`src/rtl/dispatch_queue_if.sv`:
```
// dispatch_queue_if: shared instruction types plus the rename/issue/writeback bundle of the dispatch queue
package dispatch_pkg;
  localparam int PRFSIZE = 32;
  typedef logic [$clog2(PRFSIZE)-1:0] preg_id_t;
  typedef struct packed {
    logic rs1_valid;
    logic rs2_valid;
    logic rd_valid;
  } src_info_t;
  typedef struct packed {
    logic [7:0] id;
    src_info_t  si;
    preg_id_t   prs1;
    preg_id_t   prs2;
    preg_id_t   prd;
    logic       prs1_renammed;
    logic       prs2_renammed;
  } di_t;
endpackage

interface dispatch_queue_if #(parameter int DEPTH = 4);
  import dispatch_pkg::*;
  di_t                    di_i;
  logic                   di_i_valid;
  logic                   di_i_ready;
  di_t                    di_o;
  logic                   di_o_valid;
  logic                   di_o_ready;
  logic                   wb_valid;
  preg_id_t               wb_prd;
  logic [$clog2(DEPTH):0] count_o;
  modport slave (
    input  di_i, di_i_valid, di_o_ready, wb_valid, wb_prd,
    output di_i_ready, di_o, di_o_valid, count_o
  );
  modport master (
    output di_i, di_i_valid, di_o_ready, wb_valid, wb_prd,
    input  di_i_ready, di_o, di_o_valid, count_o
  );
endinterface

```
`src/rtl/dispatch_queue.sv`:
```
// dispatch_queue: in-order dispatch FIFO with a register-readiness scoreboard; define DISPATCH_WB_BYPASS_EN for same-cycle writeback wakeup
module dispatch_queue
  import dispatch_pkg::*;
#(
  parameter int DEPTH = 4
) (
  input  logic             clk,
  input  logic             rst,
  dispatch_queue_if.slave  bus
);
  localparam int AW = $clog2(DEPTH);
  di_t                mem [DEPTH];
  logic [AW-1:0]      head;
  logic [AW-1:0]      tail;
  logic [AW:0]        count;
  logic [PRFSIZE-1:0] sb;
  logic [PRFSIZE-1:0] sb_next;
  logic               empty;
  logic               enq;
  logic               deq;
  logic               rdy1;
  logic               rdy2;
  logic               byp1;
  logic               byp2;
`ifdef DISPATCH_WB_BYPASS_EN
  assign byp1 = bus.wb_valid && bus.wb_prd == mem[head].prs1;
  assign byp2 = bus.wb_valid && bus.wb_prd == mem[head].prs2;
`else
  assign byp1 = 1'b0;
  assign byp2 = 1'b0;
`endif
  assign empty          = count == '0;
  assign rdy1           = !mem[head].si.rs1_valid || !mem[head].prs1_renammed || sb[mem[head].prs1] || byp1;
  assign rdy2           = !mem[head].si.rs2_valid || !mem[head].prs2_renammed || sb[mem[head].prs2] || byp2;
  assign bus.di_i_ready = !rst && count != (AW+1)'(DEPTH);
  assign bus.di_o_valid = !rst && !empty && rdy1 && rdy2;
  assign bus.di_o       = mem[head];
  assign bus.count_o    = count;
  assign enq            = bus.di_i_valid && bus.di_i_ready;
  assign deq            = bus.di_o_valid && bus.di_o_ready;
  // next scoreboard: writeback sets, then an enqueue reallocating the same register clears
  always_comb begin
    sb_next = sb;
    if (bus.wb_valid) sb_next[bus.wb_prd] = 1'b1;
    if (enq && bus.di_i.si.rd_valid) sb_next[bus.di_i.prd] = 1'b0;
  end
  // pointers, occupancy and scoreboard; reset overrides any in-flight event
  always_ff @(posedge clk) begin
    if (rst) begin
      head  <= '0;
      tail  <= '0;
      count <= '0;
      sb    <= '1;
    end else begin
      head  <= deq ? head + 1'b1 : head;
      tail  <= enq ? tail + 1'b1 : tail;
      count <= (enq && !deq) ? count + 1'b1 : (deq && !enq) ? count - 1'b1 : count;
      sb    <= sb_next;
    end
  end
  // entry storage is written only on enqueue and never modified while queued
  always_ff @(posedge clk) begin
    if (enq) mem[tail] <= bus.di_i;
  end
endmodule

```
`src/flat_wrapper.sv`:
```
// flat-port wrapper written by rule: the top's interface ports become plain ports
module dispatch_queue_flat import dispatch_pkg::*;
#(
  parameter int DEPTH = 4
)
  (clk, rst, bus_di_i, bus_di_i_valid, bus_di_o_ready, bus_wb_valid, bus_wb_prd, bus_di_i_ready, bus_di_o, bus_di_o_valid, bus_count_o);
  dispatch_queue_if #(.DEPTH(DEPTH)) bus_i ();
  input  logic clk;
  input  logic rst;
  input wire logic [$bits(bus_i.di_i)-1:0] bus_di_i;
  input wire logic [$bits(bus_i.di_i_valid)-1:0] bus_di_i_valid;
  input wire logic [$bits(bus_i.di_o_ready)-1:0] bus_di_o_ready;
  input wire logic [$bits(bus_i.wb_valid)-1:0] bus_wb_valid;
  input wire logic [$bits(bus_i.wb_prd)-1:0] bus_wb_prd;
  output wire logic [$bits(bus_i.di_i_ready)-1:0] bus_di_i_ready;
  output wire logic [$bits(bus_i.di_o)-1:0] bus_di_o;
  output wire logic [$bits(bus_i.di_o_valid)-1:0] bus_di_o_valid;
  output wire logic [$bits(bus_i.count_o)-1:0] bus_count_o;
  assign bus_i.di_i = bus_di_i;
  assign bus_i.di_i_valid = bus_di_i_valid;
  assign bus_i.di_o_ready = bus_di_o_ready;
  assign bus_i.wb_valid = bus_wb_valid;
  assign bus_i.wb_prd = bus_wb_prd;
  assign bus_di_i_ready = bus_i.di_i_ready;
  assign bus_di_o = bus_i.di_o;
  assign bus_di_o_valid = bus_i.di_o_valid;
  assign bus_count_o = bus_i.count_o;
  dispatch_queue #(.DEPTH(DEPTH)) u_core (.clk(clk), .rst(rst), .bus(bus_i));
endmodule
```
`config.mk`:
```
export PLATFORM = sky130hd
export DESIGN_NAME = dispatch_queue_flat
export DESIGN_NICKNAME = d
export VERILOG_FILES = /design/src/rtl/dispatch_queue_if.sv /design/src/rtl/dispatch_queue.sv /design/src/flat_wrapper.sv
export SDC_FILE = /design/constraint.sdc
export NUM_CORES = 1
export LEC_CHECK = 0
export BUFFER_PORTS_ARGS = -buffer_cell sky130_fd_sc_hd__buf_2
export CAP_MARGIN = 40
export CORE_AREA = 5 5 108 212
export CTS_BUF_LIST = sky130_fd_sc_hd__clkbuf_4 sky130_fd_sc_hd__clkbuf_8
export DETAILED_ROUTE_END_ITERATION = 7
export DIE_AREA = 0 0 113 217
export GPL_TIMING_DRIVEN = 0
export SLEW_MARGIN = 20
export SYNTH_ARGS = -nofsm -noshare
export SYNTH_HDL_FRONTEND = slang
export SYNTH_SLANG_ARGS = --single-unit
```
`constraint.sdc`:
```
create_clock -name clk -period 3.84 [get_ports clk]
set_clock_uncertainty 0.15 [all_clocks]
set_input_delay 0.768 -clock clk [delete_from_list [all_inputs] [get_ports clk]]
set_output_delay 0.768 -clock clk [all_outputs]
set_load 0.02 [all_outputs]
```
Word level (Yosys, flattened, before mapping)
Memories as Yosys holds them, arrays and structs flattened. A register that Yosys moved wholly into a read port is not among the register bits.
Index checks and enable logic that the tools add are counted.
{"block": "word_totals", "regBits": 39, "wordCells": 60, "out_inout_bits": 33, "memories": 1, "mem_bits_rw": 112}
{"memory": "u_core.mem", "depth": 4, "width": 28, "read_ports": 1, "rd_clocked_by_memory_dff": 1, "wr": 1, "line": "dispatch_queue.sv:12", "rtl": "di_t mem [DEPTH];"}
{"block": "classes", "eq_ne": 1, "addsub": 4, "n_reduce_logical": 25, "muxes": 16, "n_lt_le_gt_ge": 6, "bitwise_logic": 3}
{"operator": "$mux 32", "n": 2}
{"operator": "$and 32x32->32", "n": 1}
{"operator": "$not 32->32", "n": 1}
{"operator": "$or 32x32->32", "n": 1}
{"operator": "$lt 5x6->1 const B", "n": 4}
{"operator": "$logic_and 1x1->1", "n": 11}
{"operator": "$bmux 1 s5", "n": 2}
{"operator": "$demux 1 s5", "n": 2}
{"operator": "$ge 5x1->1 const B", "n": 2}
{"operator": "$logic_not 1->1", "n": 8}
{"operator": "$mux 1", "n": 6}
{"operator": "$mux 3", "n": 2}
{"operator": "$add 2x1->2 const B", "n": 2}
{"operator": "$logic_or 1x1->1", "n": 4}
{"operator": "$mux 2", "n": 2}
{"operator": "$add 3x1->3 const B", "n": 1}
{"operator": "$logic_not 3->1", "n": 1}
{"operator": "$ne 3x3->1 const B", "n": 1}
{"operator": "$sub 3x1->3 const B", "n": 1}
{"operator": "$reduce_bool 2->1", "n": 1}

Depth between registers and ports, before layout
{"block": "depth", "depth_word": 9, "ltp_mapped": 15, "depth_no_buf": 12}

Least setup slack after synthesis
No wires, ideal clock.
{"block": "synth_path", "kind": "flip-flop to flip-flop", "start": "register (tool-made name)", "end": "register u_core.count[2] (netlist: u_core.bus.count_o[2])", "stages_incl_launch_ff": 15, "path_slack_ns": 0.431, "arrival_ns": 3.188, "period_less_slack_ns": 3.409, "path_cell_list": "dfxtp_1 -> buf_6 -> mux4_2 -> buf_4 -> inv_2 -> mux4_2 -> mux2i_1 -> o211ai_2 -> nand4_2 -> ha_1 -> inv_1 -> fa_1 -> xor2_1 -> or3_1 -> a21oi_1"}
{"element": "end signal: assignment", "line": "dispatch_queue.sv:57", "rtl": "count <= (enq && !deq) ? count + 1'b1 : (deq && !enq) ? count - 1'b1 : count;"}
{"element": "end: declaration", "line": "dispatch_queue.sv:15", "rtl": "logic [AW:0] count;"}

==> insert_results.sql <==
INSERT INTO impl_metrics (metric_group, metric, value, unit) VALUES
('outcome', 'status', 'complete, no violations', ''),
('synth', 'biggest_area_consumer_among_synthesized_cells', 'sky130_fd_sc_hd__edfxtp_1', ''),
('routing', 'vias_per_cell', '5.120', ''),
('clocking', 'hold_buffer_count_at_cts', '0', ''),
('synth', 'post_synth_num_cell_types', '50', ''),
('clocking', 'cts.reportedPaths.clkPinSlew', '0.07', 'ns'),
('global_routing', 'grt.total_usage', '0.1389', ''),
('timing', 'finalCriticalPeriod', '3.752', 'ns'),
('pwr', 'comb_power_share', '0.216', ''),
('timing', 'final_worst_slack', '0.08759', 'ns'),
('timing', 'final-hold-violation-count', '0', ''),
('synth', 'asyncSetResetFlopFracSynth', '0', ''),
('clocking', 'cts_buffers', '17', ''),
('synth', 'synthXorXnorAreaFrac', '0.005299', ''),
('critical_path', 'crit_path_start_kind', 'flip-flop', ''),
('routing', 'detail_route.wl_per_cell', '19.93', 'um'),
('synth', 'synth_simple_gate_area_frac', '0.08781', ''),
('floorplanning', 'chipHeight', '217', 'um'),
('job', 'cap_viol_max_count', '0', ''),
('global_routing', 'number_of_antenna_violations_at_the_first_check_in_global_routing', '0', ''),
('critical_path', 'timing.setup.critical_path_class', 'reg -> out', ''),
('timing', 'fmax', '266.5', 'MHz'),
('synth', 'ys_ff_latch', '153', ''),
('timing', 'layout_worst_path_cycle_share', '0.9772', ''),
('clocking', 'tritoncts', 'built', ''),
('synth', 'synth_fp_nets', '494', ''),
('pwr', 'pwr-share-clk', '0.332', ''),
('cells_and_area', 'post_route_cells_drive_above_1_share', '0.3163', ''),
('critical_path', 'worst_path_arrival', '2.83', 'ns'),
('floorplanning', 'core', '20930', 'sq um'),
('critical_path', 'critPathBufInv', '4', ''),
('global_routing', 'globalRouteOverflowTotal', '0', ''),
('global_routing', 'first_global_vias', '4489', ''),
('global_routing', 'grt_start_max_net_pins', '26', ''),
('synth', 'yosys-mux-area-fraction', '0.1533', ''),
('synth', 'postSynthCellCount', '450', ''),
('cells_and_area', 'area_delta_synth_final', '21.20', '%'),
('synth', 'yosys.area_share.adder', '0.01249', ''),
('routing', 'drt.antenna.violating_nets', '0', ''),
('critical_path', 'critical_path_required', '2.92', 'ns'),
('pwr', 'p_leak', '2.933', 'nW'),
('timing', 'worst_hold_slack', '0.3605', 'ns'),
('routing', 'drt_pass1_iterations', '4', ''),
('timing', 'timing.max_slew.rel_slack', '0.4795', ''),
('synth', 'dominantRegCellSynth', 'sky130_fd_sc_hd__edfxtp_1', ''),
('floorplanning', 'top_level_ports', '71', ''),
('placed_design', 'gp_routability_congestion', '0.8852', ''),
('pwr', 'worst_ir_drop_vdd', '0.0002786', 'V'),
('placed_design', 'pre_cts_slack', '-0.1835', 'ns'),
('critical_path', 'critical_path.max_fanout', '7', ''),
('cells_and_area', 'design.final.nets', '597', ''),
('synth', 'mappedNetlistArea', '6611', 'sq um'),
('timing', 'rsz0062_at_grt', 'yes', ''),
('global_routing', 'grt_pass1_wl', '25210', 'um'),
('cells_and_area', 'antennaDiodeCount', '0', ''),
('placed_design', 'detailedPlacementHpwl', '12320', 'um'),
('pwr', 'internal-power', '3.039', 'mW'),
('clocking', 'cts.root.buffer_cell', 'sky130_fd_sc_hd__clkbuf_8', ''),
('timing', 'timing.final.max_slew_violations', '0', ''),
('critical_path', 'critical-path-max-stage-delay', '0.52', 'ns'),
('routing', 'drt-total-wl', '16640', 'um'),
('synth', 'synth.yosys.seq_area_share', '0.6329', ''),
('routing', 'number_of_remaining_drc_errors', '0', ''),
('critical_path', 'worst_path_dominant_cell_family', 'multiplexers', ''),
('clocking', 'htree_levels', '4', ''),
('routing', 'route.vias.total', '4275', ''),
('critical_path', 'critical_path.slowest_cell', 'sky130_fd_sc_hd__mux4_2', ''),
('synth', 'synth.top_cell.area_share', '0.5087', ''),
('placed_design', 'port_buffers', '70', ''),
('floorplanning', 'initial_core_util', '0.3159', ''),
('synth', 'synth_compound_gate_area_share', '0.08516', '');
[per-stage QoR]
step                utilization  power [mW]  TNS [ns]  instance area (sq um)
finish                   0.3829       4.193         0                   8013
global route             0.3829       4.363  -0.03730                   8013
CTS                      0.3757       4.178         0                   7863
detailed placement       0.3536       2.785   -0.1939                   7400
global placement         0.3488       2.739   -0.1054                   7298
floorplan                     -       2.491         0                   6611
[kinds of logic (layout without fill, tap and decap cells)]
logic type | after synthesis | after routing
flip-flops | 153 | 153
AND/OR/NAND/NOR | 108 | 108
AO/OA/AOI/OAI | 87 | 87
multiplexers | 65 | 65
buffers and inverters | 27 | 143
adder cells (fa/ha/maj) | 6 | 6
XOR/XNOR | 4 | 4
[layout by cell type, fill, tap and decap left out, types with 4 or more instances in the layout]
cell type | synthesis | layout
sky130_fd_sc_hd__edfxtp_1 | 112 | 112
sky130_fd_sc_hd__buf_2 | 4 | 73
sky130_fd_sc_hd__nor2_1 | 44 | 43
sky130_fd_sc_hd__a21oi_1 | 40 | 40
sky130_fd_sc_hd__dfxtp_1 | 41 | 40
sky130_fd_sc_hd__mux2i_1 | 36 | 36
sky130_fd_sc_hd__mux4_2 | 29 | 29
sky130_fd_sc_hd__o21bai_1 | 28 | 28
sky130_fd_sc_hd__clkbuf_8 | 0 | 17
sky130_fd_sc_hd__nand2_1 | 9 | 9
sky130_fd_sc_hd__buf_12 | 0 | 8
sky130_fd_sc_hd__a22oi_1 | 9 | 8
sky130_fd_sc_hd__buf_4 | 2 | 8
sky130_fd_sc_hd__clkbuf_1 | 7 | 6
sky130_fd_sc_hd__nand3_1 | 6 | 6
sky130_fd_sc_hd__inv_1 | 5 | 5
sky130_fd_sc_hd__buf_6 | 5 | 5
sky130_fd_sc_hd__nand3b_1 | 5 | 5
sky130_fd_sc_hd__ha_1 | 5 | 5
sky130_fd_sc_hd__bufinv_16 | 0 | 5
sky130_fd_sc_hd__nor2b_1 | 4 | 4
sky130_fd_sc_hd__and3_2 | 0 | 4
sky130_fd_sc_hd__or2_2 | 4 | 4
[power groups by stage]
| stage | clock network (mW) | registers (mW) | logic, mW |
|---|---|---|---|
| after floorplan | 0 | 1.94 | 0.554 |
| after global placement | 0 | 1.93 | 0.812 |
| after detailed placement | 0 | 1.93 | 0.855 |
| after CTS | 1.43 | 1.89 | 0.856 |
| after global routing | 1.49 | 1.90 | 0.973 |
| final | 1.39 | 1.89 | 0.908 |
[cell usage after synthesis (all sizes together), types with 6 or more instances]
library cell and number:
mux2i 36, nand3 6, mux4 29, nand2 9, dfxtp 41, a22oi 10
clkbuf 8, edfxtp 112, and3 7, nor2 44, inv 6, o21bai 28
a21oi 40, buf 13
[worst min-delay path: stages (launching register included)]
cell	delay, ns
sky130_fd_sc_hd__dfxtp_1	0.31
sky130_fd_sc_hd__o21ai_1	0.07
sky130_fd_sc_hd__a21oi_1	0.08
[final timing paths]
check | start | to | slack, ns | depth (start not counted)
worst min-delay path | u_core.head[1] | flip-flop | 0.36 | 2
worst max register to register | flip-flop | u_core.bus.count_o[2] | 0.20 | 17
worst min register to register | u_core.head[1] | flip-flop | 0.36 | 2
worst max-delay path | flip-flop | bus_di_o_valid | 0.09 | 10
[per-layer routing]
layer  GRT usage  part of all wire  wire [um]  up-vias
li1            -                 -          -     1948
met1      0.1346              0.34       5716     2170
met2      0.2635              0.58       9635      122
met3     0.03002             0.035        582       35
met4     0.07982             0.042        705        0
met5           0                 0          0        -
[area by class of cell]
cell class	instances	area [sq um]
Inverter	6	22.52
Clock inverter	14	220.2
Buffer	21	158.9
Fill cell	1986	12910
Multi-Input combinational cell	270	2307
Sequential cell	153	4185
Timing Repair Buffer	84	540.5
Clock buffer	18	241.5
Tap cell	269	336.6
[repair_timing]
item,CTS,global route
setup buffers,0,9
resized for setup,1,15
endpoints found under the hold margin,0,0
pin swaps,0,2
setup endpoints to repair,2,2
[flip-flops by register name, summed over array words and instances, names as in the netlist, named ones only]
| signal | flops |
|---|---|
| u_core.bus.count_o | 3 |
| u_core.head | 2 |
| u_core.mem | 112 |
| u_core.sb | 32 |
| u_core.tail | 2 |
Note: power is estimated with default switching activity, not from simulation.
